===== config.mk =====
export PLATFORM = sky130hd
export DESIGN_NAME = vend_ctrl_param
export DESIGN_NICKNAME = d
export VERILOG_FILES = /design/src/rtl/vend_ctrl_param.sv
export SDC_FILE = /design/constraint.sdc
export NUM_CORES = 1
export LEC_CHECK = 0
export CAP_MARGIN = 20
export CORE_UTILIZATION = 44
export CTS_BUF_LIST = sky130_fd_sc_hd__clkbuf_8 sky130_fd_sc_hd__clkbuf_16
export CTS_CLUSTER_DIAMETER = 50
export DETAILED_ROUTE_END_ITERATION = 16
export PLACE_DENSITY_LB_ADDON = 0.05
export SLEW_MARGIN = 0
export SYNTH_ARGS = -nofsm -noshare
export SYNTH_HDL_FRONTEND = slang
export SYNTH_SLANG_ARGS = --single-unit

===== constraint.sdc =====
create_clock -name clk -period 3.3 [get_ports clk]
set_clock_uncertainty 0.1 [all_clocks]
set_input_delay 0.99 -clock clk [delete_from_list [all_inputs] [get_ports clk]]
set_output_delay 0.99 -clock clk [all_outputs]
set_load 0.02 [all_outputs]

===== src/rtl/vend_ctrl_param.sv =====
// vend_ctrl_param: keypad-driven vending controller.
// Flow: select -> quantity -> confirm -> pay -> vend -> change, with a
// valid/ready handshake to the dispenser and a one-cycle change pulse.
// Optional feature macro: VEND_TIMEOUT_EN (idle abort after TIMEOUT_CYC cycles).
module vend_ctrl_param #(
    parameter int N_PROD      = 5,
    parameter int PRICE_W     = 8,
    parameter int QTY_W       = 2,
    parameter int TIMEOUT_CYC = 1000,
    localparam int TOT_W      = PRICE_W + QTY_W
) (
    input  logic                      clk,
    input  logic                      reset,
    input  logic                      key_valid,
    input  logic [3:0]                key_code,
    input  logic [N_PROD*PRICE_W-1:0] price_table,
    input  logic [N_PROD-1:0]         stock_empty,
    output logic                      vend_valid,
    input  logic                      vend_ready,
    output logic [2:0]                vend_id,
    output logic [QTY_W-1:0]          vend_qty,
    output logic                      change_valid,
    output logic [TOT_W-1:0]          change_amt,
    output logic [2:0]                state_code,
    output logic [TOT_W-1:0]          disp_value
);
    localparam logic [2:0] S_IDLE = 3'd0;
    localparam logic [2:0] S_SEL  = 3'd1;
    localparam logic [2:0] S_QTY  = 3'd2;
    localparam logic [2:0] S_CONF = 3'd3;
    localparam logic [2:0] S_PAY  = 3'd4;
    localparam logic [2:0] S_VEND = 3'd5;
    localparam logic [2:0] S_CHG  = 3'd6;

    localparam logic [3:0] K_OK     = 4'hF;
    localparam logic [3:0] K_CONF   = 4'hE;
    localparam logic [3:0] K_CANCEL = 4'hC;
    localparam logic [3:0] NP_K     = 4'(N_PROD);
    localparam logic [3:0] QMAX_K   = 4'((1 << QTY_W) - 1);

    logic [2:0]         state;
    logic [2:0]         id;
    logic [QTY_W-1:0]   qty;
    logic [TOT_W-1:0]   total;
    logic [TOT_W-1:0]   credit;
    logic [TOT_W-1:0]   chg;
    logic [3:0]         last_key;

    logic               is_prod;
    logic [2:0]         prod_idx;
    logic               is_coin;
    logic [3:0]         coin_val;
    logic [TOT_W:0]     credit_sum;
    logic [TOT_W-1:0]   credit_sat;
    logic [PRICE_W-1:0] price_sel;
    logic               cancel;
    logic               to_fire;

    assign is_prod    = (key_code >= 4'd1) && (key_code <= NP_K);
    assign prod_idx   = 3'(key_code - 4'd1);
    assign price_sel  = price_table[int'(id)*PRICE_W +: PRICE_W];
    assign cancel     = key_valid && (key_code == K_CANCEL);
    assign credit_sum = {1'b0, credit} + (TOT_W+1)'(coin_val);
    assign credit_sat = credit_sum[TOT_W] ? '1 : credit_sum[TOT_W-1:0];

    // Coin key decode: 8/9/A are worth 1/5/10 units
    always_comb begin
        is_coin  = 1'b0;
        coin_val = 4'd0;
        case (key_code)
            4'h8:    begin is_coin = 1'b1; coin_val = 4'd1;  end
            4'h9:    begin is_coin = 1'b1; coin_val = 4'd5;  end
            4'hA:    begin is_coin = 1'b1; coin_val = 4'd10; end
            default: ;
        endcase
    end

`ifdef VEND_TIMEOUT_EN
    localparam int TO_W = $clog2(TIMEOUT_CYC + 1);
    logic [TO_W-1:0] to_cnt;
    logic            waiting;

    assign waiting = (state == S_SEL) || (state == S_QTY) ||
                     (state == S_CONF) || (state == S_PAY);
    assign to_fire = waiting && !key_valid && (to_cnt == TO_W'(TIMEOUT_CYC - 1));

    // Idle counter: restarts on any key press or outside the waiting states
    always_ff @(posedge clk) begin
        if (reset || !waiting || key_valid) to_cnt <= '0;
        else if (!to_fire)                  to_cnt <= to_cnt + 1'b1;
    end
`else
    assign to_fire = 1'b0;
`endif

    // Main transaction FSM and its latched id/qty/total/credit/change
    always_ff @(posedge clk) begin
        if (reset) begin
            state    <= S_IDLE;
            id       <= '0;
            qty      <= '0;
            total    <= '0;
            credit   <= '0;
            chg      <= '0;
            last_key <= '0;
        end else begin
            if (key_valid) last_key <= key_code;
            case (state)
                S_IDLE: if (key_valid && key_code == K_OK) state <= S_SEL;
                S_SEL: begin
                    if (cancel || to_fire) state <= S_IDLE;
                    else if (key_valid && is_prod && !stock_empty[prod_idx]) begin
                        id    <= prod_idx;
                        qty   <= QTY_W'(1);
                        state <= S_QTY;
                    end
                end
                S_QTY: begin
                    if (cancel || to_fire) state <= S_IDLE;
                    else if (key_valid && key_code == K_OK) begin
                        // price[id]*qty always fits TOT_W
                        total <= TOT_W'(price_sel) * TOT_W'(qty);
                        state <= S_CONF;
                    end else if (key_valid && key_code >= 4'd1 && key_code <= QMAX_K)
                        qty <= QTY_W'(key_code);
                end
                S_CONF: begin
                    if (cancel || to_fire) state <= S_IDLE;
                    else if (key_valid && key_code == K_CONF) begin
                        credit <= '0;
                        state  <= S_PAY;
                    end
                end
                S_PAY: begin
                    // Paid-up check wins over a coin or cancel arriving the same edge
                    if (credit >= total) state <= S_VEND;
                    else if (cancel || to_fire) begin
                        chg   <= credit;
                        state <= S_CHG;
                    end else if (key_valid && is_coin)
                        credit <= credit_sat;
                end
                S_VEND: begin
                    if (vend_ready) begin
                        chg   <= credit - total;
                        state <= S_CHG;
                    end
                end
                S_CHG:   state <= S_IDLE;
                default: state <= S_IDLE;
            endcase
        end
    end

    assign vend_valid   = (state == S_VEND);
    assign vend_id      = id;
    assign vend_qty     = qty;
    assign change_valid = (state == S_CHG);
    assign change_amt   = chg;
    assign state_code   = state;

    // Display mux follows the current state
    always_comb begin
        disp_value = '0;
        case (state)
            S_SEL:  disp_value = TOT_W'(last_key);
            S_QTY:  disp_value = TOT_W'(qty);
            S_CONF: disp_value = total;
            S_PAY:  disp_value = credit;
            S_VEND: disp_value = total;
            S_CHG:  disp_value = chg;
            default: disp_value = '0;
        endcase
    end
endmodule


Word-level counts from Yosys, hierarchy flattened:

Cells that the tools add are included.

* add/sub/neg operators: 3
* eq/ne operators: 29
* bitwise gates (word level): 1
* multiply operators: 1
* reduce and logical (&&, ||, !) cells: 22
* mux-type cells: 33
* shift-type cells: 1
* $lt $le $gt $ge: 5

Operators by type and width (count)
* two-way mux 10 bit: 9
* one-hot mux 10 bit (5 select lines): 1
* one-hot mux 10 bit (2 select lines): 2
* variable part select 40 x 7 -> 8 bit: 1
* two-way mux 3 bit: 10
* equality test 4 bit (second input constant): 6
* inequality test 2 bit (second input constant): 12
* one-hot mux 3 bit (6 select lines): 1
* AND reduction 6 bit: 3
* inequality test 3 bit (second input constant): 4
* one-hot mux 4 bit (3 select lines): 1
* adder 10 x 4 -> 11 bit: 1
* greater-or-equal comparator 10 bit: 1
* multiplier 8 x 2 -> 10 bit: 1
* two-way mux 2 bit: 5
* subtractor 10 bit: 1
* equality test 3 bit (second input constant): 3
* logical AND 1 bit: 9
* equality test 3 x 2 -> 1 bit (second input constant): 2
* AND reduction 3 bit: 2
* nonzero test 2 bit: 3
* greater-or-equal comparator 4 x 1 -> 1 bit (second input constant): 1
* <= comparator 4 x 2 -> 1 bit (second input constant): 1
* <= comparator 4 x 3 -> 1 bit (second input constant): 1
* other kinds (13): 14

* register bits: 42
* word-level logic and storage cells: 102
* output and inout port bits: 30

Depth between registers and ports, before layout:

Gate-level depths: netlist of the first run.

* word-level depth: 8
* depth in mapped cells: 14
* depth with buffers taken out: 13

Worst setup path after synthesis of the first run:

No wires, ideal clock.

* kind: in2reg
* start point: in price_table[26]
* end point: reg total[8]
* slack: -0.205 ns
* data required time: 3.094 ns
* setup time: 0.106 ns
* stages on the path: 11
* buffers on the path: 0
* arrival time: 3.299 ns
* cells stage by stage: mux4_2 nor2b_1 a31oi_1 nor2_1 ha_1 inv_1 o21ai_0 a2111oi_0 or3_1 or4_1 o311ai_0

* word-level cells in the longest chain between the ends: 2

RTL lines
* from (decl): line 16 `input logic [N_PROD*PRICE_W-1:0] price_table,`
* variable part select 40 x 7 -> 8 bit: line 61 `assign price_sel = price_table[int'(id)*PRICE_W +: PRICE_W];`
* multiplier 8 x 2 -> 10 bit: line 122 `total <= TOT_W'(price_sel) * TOT_W'(qty);`
* to (signal assigned): line 122
* to (decl): line 44 `logic [TOT_W-1:0] total;`

Every way passes these cells.
A chain may end at the register's enable or synchronous reset.

Worst setup path in the final report of the first run:

Same ends and word-level chain as after synthesis.

==> reports/results.ini, run 1 <==
[setup_path]
crit_path_end_kind=register
worstPathMaxFanout=2
cpPeakStageDelay_ns=0.45
worst-r2r-setup-slack_ns=0.26
cp-start-kind=primary input
worst-path-buf-inv=2
r2r-start=vend_id[0]
crit_family=simple AND/OR/NAND/NOR gates
cp_slowest_cell=mux4_2
cp.required_ns=3.41
reg2regPathDepth=14
worstSetupPathType=primary input to register
r2r-end=total[8]
crit_chain=buf_6 > mux4_2 > nor2b_4 > a31oi_4 > nor2_1 > ha_1 > inv_2 > o21ai_2 > a2111oi_4 > or3_4 > or4_4 > o311ai_2
setup.worst_path.start=price_table[26]
endpoint=total[8]
crit_cells=12
cp.arrival_ns=3.48

[place]
hpwl_mm=9.016
place_congestion=0.8772
portBuffers=82
place_inst=715

[power]
leakagePower_nw=2.165
vdd_drop_max_uv=172.0
powerDensity_nw_per_um2=206.9

[route]
vias_per_cell=5.713
dr.pass1.iters=5
routedWlPerCell_um=16.23
drt.antenna.violating_nets=0
vias=4199
drc=0
drt-initial-drc-count=242
routed_wl_mm=11.93

[yosys]
synth_edf_count=0
synth_cell_type_count=61
synth_flop_cell=dfxtp_1
synthCells=484
syn-cell-area_um2=3666
synth_nets=566
synth_common_cells=nand2_1, nor2_1, a21oi_1, o21ai_0, dfxtp_1
ys_seq_area_frac=0.2294
synthDominantCellAreaShare=0.2294
synth_most_common_cell=nand2_1
syn_area_per_cell_um2=7.574
synth_warnings=0
ys_ff_latch=42
ys_top_cells_by_area=dfxtp_1, ha_1, mux2i_1, nand2_1, a21oi_1
async_flop_share=0
netlist.top_cell.by_area=dfxtp_1

[hold_path]
hold_path_class=register to register

[floorplanning]
start_util=0.4648
fp.dieArea_um2=8701
dieHeight_um=93.28
die_w_um=93.28
coreArea_um2=7888
ios=83
rows=32

[finish]
layout-area-overhead-vs-synth_pct=48.05
stdcell_count=735
antenna_cells=0
fin_nets=715
finish.utilization=0.6881
drive_above_1_share=0.2354

[run_status]
violations=negative setup slack
status=finished, violations left

[sta]
rsz0062_at_grt=yes
tns_ns=-0.06975
setup_viol=1
setup_slack_ns=-0.06975
drv_slew=0
finalHoldViolCount=0
min_period_ns=3.370
period_share=1.021
worst_slew_pin_slew_ns=0.4417
max_freq_ghz=0.2968
relSlewSlack=0.7024

[cts]
holdBufCountCts=0
htreeDepth=2
numCtsBuffers=5
cts_tree=done
cts_root_buf=clkbuf_8
clkLatencyLatePin_ns=0.30
clk_path_buf_depth=2
clk_pin_slew_ns=0.08
clock_sinks=42

[grt]
track_usage=0.2849
grt_pass1_wl_mm=19.75
grt_antenna_before_repair=0
grt.busiest_layer=met2
grt_max_degree=27
grtUsageMet1=0.3894
grt.met3_usage=0.03659
grt_remaining_overflow=0
met2_usage=0.4828
grt_pass1_vias=4100

[flow_run]
max-cap-violations=0

## cell usage in the layout, fill, tap and decap left out, types with 9 or more instances in the layout
| cell type | synthesis | final |
|---|---|---|
| buf_4 | 0 | 85 |
| clkdlybuf4s50_1 | 0 | 68 |
| nand2_1 | 59 | 59 |
| nor2_1 | 45 | 41 |
| dfxtp_1 | 42 | 39 |
| o21ai_0 | 43 | 37 |
| a21oi_1 | 43 | 36 |
| mux2i_1 | 25 | 25 |
| ha_1 | 26 | 20 |
| inv_1 | 21 | 19 |
| nand3_1 | 11 | 10 |
| a22oi_1 | 9 | 9 |
## registers in the layout, summed over array words and instances (netlist names)
signal / count
last_key: 4
vend_id: 3
change_amt: 10
credit: 10
total: 10
vend_qty: 2
state_code: 3
## worst reg2reg max path, stage by stage, from the launching register on
cell,delay (ns)
dfxtp_1,0.36
buf_4,0.26
nor2b_1,0.24
buf_4,0.17
nand2_1,0.05
o21ai_1,0.09
o21ai_2,0.09
nor2_1,0.10
ha_2,0.21
a21oi_2,0.08
o21ai_2,0.23
a2111oi_4,0.10
or3_4,0.37
or4_4,0.42
o311ai_2,0.08
## through the flow
stage	area, µm²	power [mW]	worst slack [ns]	hold WS (ns)
floorplan	3666	0.6497	-0.1189	0.3451
global placement	5050	0.7838	-0.7196	0.3610
detailed placement	5050	0.7877	-0.7569	0.3705
CTS	5329	1.117	-0.05919	0.3814
global route	5428	1.166	-0.1623	0.4192
finish	5428	1.123	-0.06975	0.3825
## layer usage
layer / up-vias / share of wire / routed length (µm)
li1: 2056 / - / -
met1: 1988 / 0.47 / 5583
met4: 0 / 0.0094 / 112
met2: 143 / 0.47 / 5597
met3: 12 / 0.053 / 633
met5: - / 0 / 0
## power breakdown
group          leakage, nW  internal [mW]  total [mW]  switching (mW)
sequential           0.341          0.514       0.526          0.0121
clock               0.0438          0.142       0.331           0.188
combinational         1.78          0.153       0.266           0.114
total                 2.16          0.809        1.12           0.314
## cells by family (layout without fill, tap and decap cells)
group	Yosys count	count (layout)	share of synthesized area
fa+ha+maj	29	29	0.1051
simple gates	173	173	0.2321
buf+inv	46	195	0.05017
compound gates	153	153	0.2655
mux	28	28	0.08669
flops	42	42	0.2294
xor+xnor	13	13	0.03106
## layout make-up
type | instances | area [µm²]
inverter | 21 | 78.83
clock buffer | 5 | 68.82
tap | 102 | 127.6
timing repair buffer | 167 | 1450
multi-input combinational | 396 | 2848
fill | 681 | 2460
sequential | 42 | 844.6
clock inverter | 2 | 10.01
## what timing repair did
item,in CTS,in global routing
gates cloned,0,0
gates resized for setup,54,26
endpoints found under the setup margin,18,17
pin swaps,20,16
buffers inserted,11,2
## how the worst min path moves through the flow
stage          slack [ns]  cells after the start           from            end
3_5_place_dp         0.37                      2  change_amt[2]  change_amt[2]
3_3_place_gp         0.36                      2  change_amt[8]  change_amt[8]
4_1_cts              0.38                      2  change_amt[2]  change_amt[2]
2_1_floorplan        0.35                      2       total[4]       total[4]
5_1_grt              0.42                      2       total[0]       total[0]
6_report             0.38                      2  change_amt[2]  change_amt[2]
(Power assumes the default switching activity.)
==> run 2: changes to the inputs <==
- CTS_CLUSTER_DIAMETER: 50 -> 80
- TNS_END_PERCENT: default -> 100
==> results of run 2 <==
Same layout as run 1: the final DEF is identical, and so are final timing and power.
==> run 3: changes to the inputs <==
- SKIP_CTS_REPAIR_TIMING: default -> 1
==> reports/results.ini, run 3 (same netlist as run 1, synthesis figures left out) <==
[place]
place_congestion=0.8772  ; unchanged
portBuffers=82  ; unchanged
place_inst=715  ; unchanged
hpwl_mm=9.016  ; unchanged

[cts]
numCtsBuffers=5  ; unchanged
clkLatencyLatePin_ns=0.30  ; about the same
clk_path_buf_depth=2  ; unchanged
cts_tree=done
clock_sinks=42  ; unchanged
cts_root_buf=clkbuf_8
htreeDepth=2  ; unchanged
clk_pin_slew_ns=0.08  ; about the same

[sta]
worst_slew_pin_slew_ns=0.4493  ; +0.007567 ns
setup_viol=1  ; unchanged
whs_ns=0.3805  ; -0.001967 ns
tns_ns=-0.1256  ; -0.05585 ns
rsz0062_at_grt=yes
drv_slew=0  ; unchanged
period_share=1.038  ; +0.01692
min_period_ns=3.426  ; +0.05585 ns
finalHoldViolCount=0  ; unchanged
relSlewSlack=0.6973  ; -0.005098
setup_slack_ns=-0.1256  ; -0.05585 ns
max_freq_ghz=0.2919  ; -1.6%

[route]
vias_per_cell=5.760  ; +0.83%
routed_wl_mm=11.74  ; -1.6%
drt-initial-drc-count=216  ; -11%
drc=0  ; unchanged
routedWlPerCell_um=16.08  ; -0.91%
drt.antenna.violating_nets=0  ; unchanged
vias=4205  ; +0.14%
dr.pass1.iters=5  ; unchanged

[finish]
stdcell_count=730  ; -0.68%
final_cell_mix=buf_4, clkdlybuf4s50_1, nand2_1, nor2_1, dfxtp_1
finish.utilization=0.6848  ; -0.003332
mostFrequentLayoutCell=buf_4
fin_nets=710  ; -0.70%
antenna_cells=0  ; unchanged
seq_area_um2=844.6  ; unchanged
fillers=673  ; -1.2%
layout-area-overhead-vs-synth_pct=47.34
drive_above_1_share=0.2182  ; -0.01723
multi_input_area_um2=2836  ; -0.40%

[power]
leakagePower_nw=2.224  ; +2.7%
powerDensity_nw_per_um2=207.4  ; +0.22%
vdd_drop_max_uv=171.0  ; -0.53%
finalPower_mw=1.120  ; -0.27%

[setup_path]
cp_slowest_cell=or4_1
crit_family=simple AND/OR/NAND/NOR gates
crit_path_end_kind=register
worst-path-buf-inv=2  ; unchanged
cp-start-kind=primary input
r2r-end=total[8]
cp.required_ns=3.41  ; about the same
reg2regPathDepth=11  ; -3
crit_chain=clkbuf_2 > mux4_2 > nor2b_4 > a31oi_4 > nor2_1 > ha_1 > inv_2 > o21ai_4 > a2111oi_4 > or3_1 > or4_1 > o311ai_1
cpPeakStageDelay_ns=0.47  ; +0.02 ns
worstSetupPathType=primary input to register
cp.arrival_ns=3.54  ; +0.06 ns
r2r-start=vend_id[0]
worstPathMaxFanout=2  ; unchanged
worst-r2r-setup-slack_ns=0.20  ; -0.06 ns

[grt]
grt.met3_usage=0.03577  ; -0.0008130
grt.busiest_layer=met2
grt_max_degree=27  ; unchanged
met2_usage=0.4565  ; -0.02635
track_usage=0.2757  ; -0.009128
grt_pass1_vias=4017  ; -2.0%
grtUsageMet1=0.3835  ; -0.005976
grt_remaining_overflow=0  ; unchanged
grt_pass1_wl_mm=19.13  ; -3.1%
grt_antenna_before_repair=0  ; unchanged

[hold_path]
hold_depth=2  ; unchanged
hold_path_class=register to register
hold_path_startpoint=change_amt[2]
whs_endpoint=change_amt[2]

[floorplanning]
rows=32  ; unchanged
fp.dieArea_um2=8701  ; unchanged
coreArea_um2=7888  ; unchanged
ios=83  ; unchanged
die_w_um=93.28  ; unchanged
dieHeight_um=93.28  ; unchanged
start_util=0.4648  ; unchanged

[flow_run]
max-cap-violations=0  ; unchanged

[run_status]
status=finished, violations left
violations=negative setup slack

==> run 3: final cells by class <==
cell class | instances | share of cell area
tap | 102 | 0.02363
clock inverter | 2 | 0.001853
timing repair buffer | 162 | 0.2657
inverter | 21 | 0.01459
sequential | 42 | 0.1564
multi-input combinational | 396 | 0.5251
clock buffer | 5 | 0.01274
==> run 3: how the worst max path moves through the flow <==
| stage | start | endpoint | slack (ns) | cells after the start |
|---|---|---|---|---|
| 3_3_place_gp | price_table[26] | total[8] | -0.72 | 12 |
| 4_1_cts | price_table[26] | total[8] | -0.45 | 12 |
| 6_report | price_table[26] | total[8] | -0.13 | 12 |
| 2_1_floorplan | price_table[26] | total[8] | -0.12 | 11 |
| 3_5_place_dp | price_table[26] | total[8] | -0.76 | 12 |
| 5_1_grt | price_table[32] | total[8] | -0.21 | 13 |
==> run 3: through the flow <==
step	area, µm²	setup slack (ns)
2_1_floorplan	3666	-0.1189
3_3_place_gp	5050	-0.7196
3_5_place_dp	5050	-0.7569
4_1_cts	5129	-0.4498
5_1_grt	5401	-0.2148
6_report	5401	-0.1256
==> run 3: layer usage <==
metal	wire (µm)	vias up
met3	683	14
met1	5479	1990
met5	0	-
li1	-	2054
met2	5444	147
met4	132	0
==> run 3: worst register-to-register path, cell delays in order (launching register included) <==
cell and delay [ns]:
dfxtp_1 0.36, buf_4 0.26, mux4_2 0.54, nor2b_4 0.14, a31oi_1 0.13, buf_4 0.16
nor2_2 0.04, ha_1 0.30, nor2_1 0.05, or3_1 0.39, or4_1 0.47, o311ai_1 0.08
==> run 3: power by group <==
part,internal [mW],total (mW),switching [mW]
clock,0.142,0.328,0.186
sequential,0.514,0.526,0.0118
combinational,0.153,0.266,0.114
total,0.809,1.12,0.311
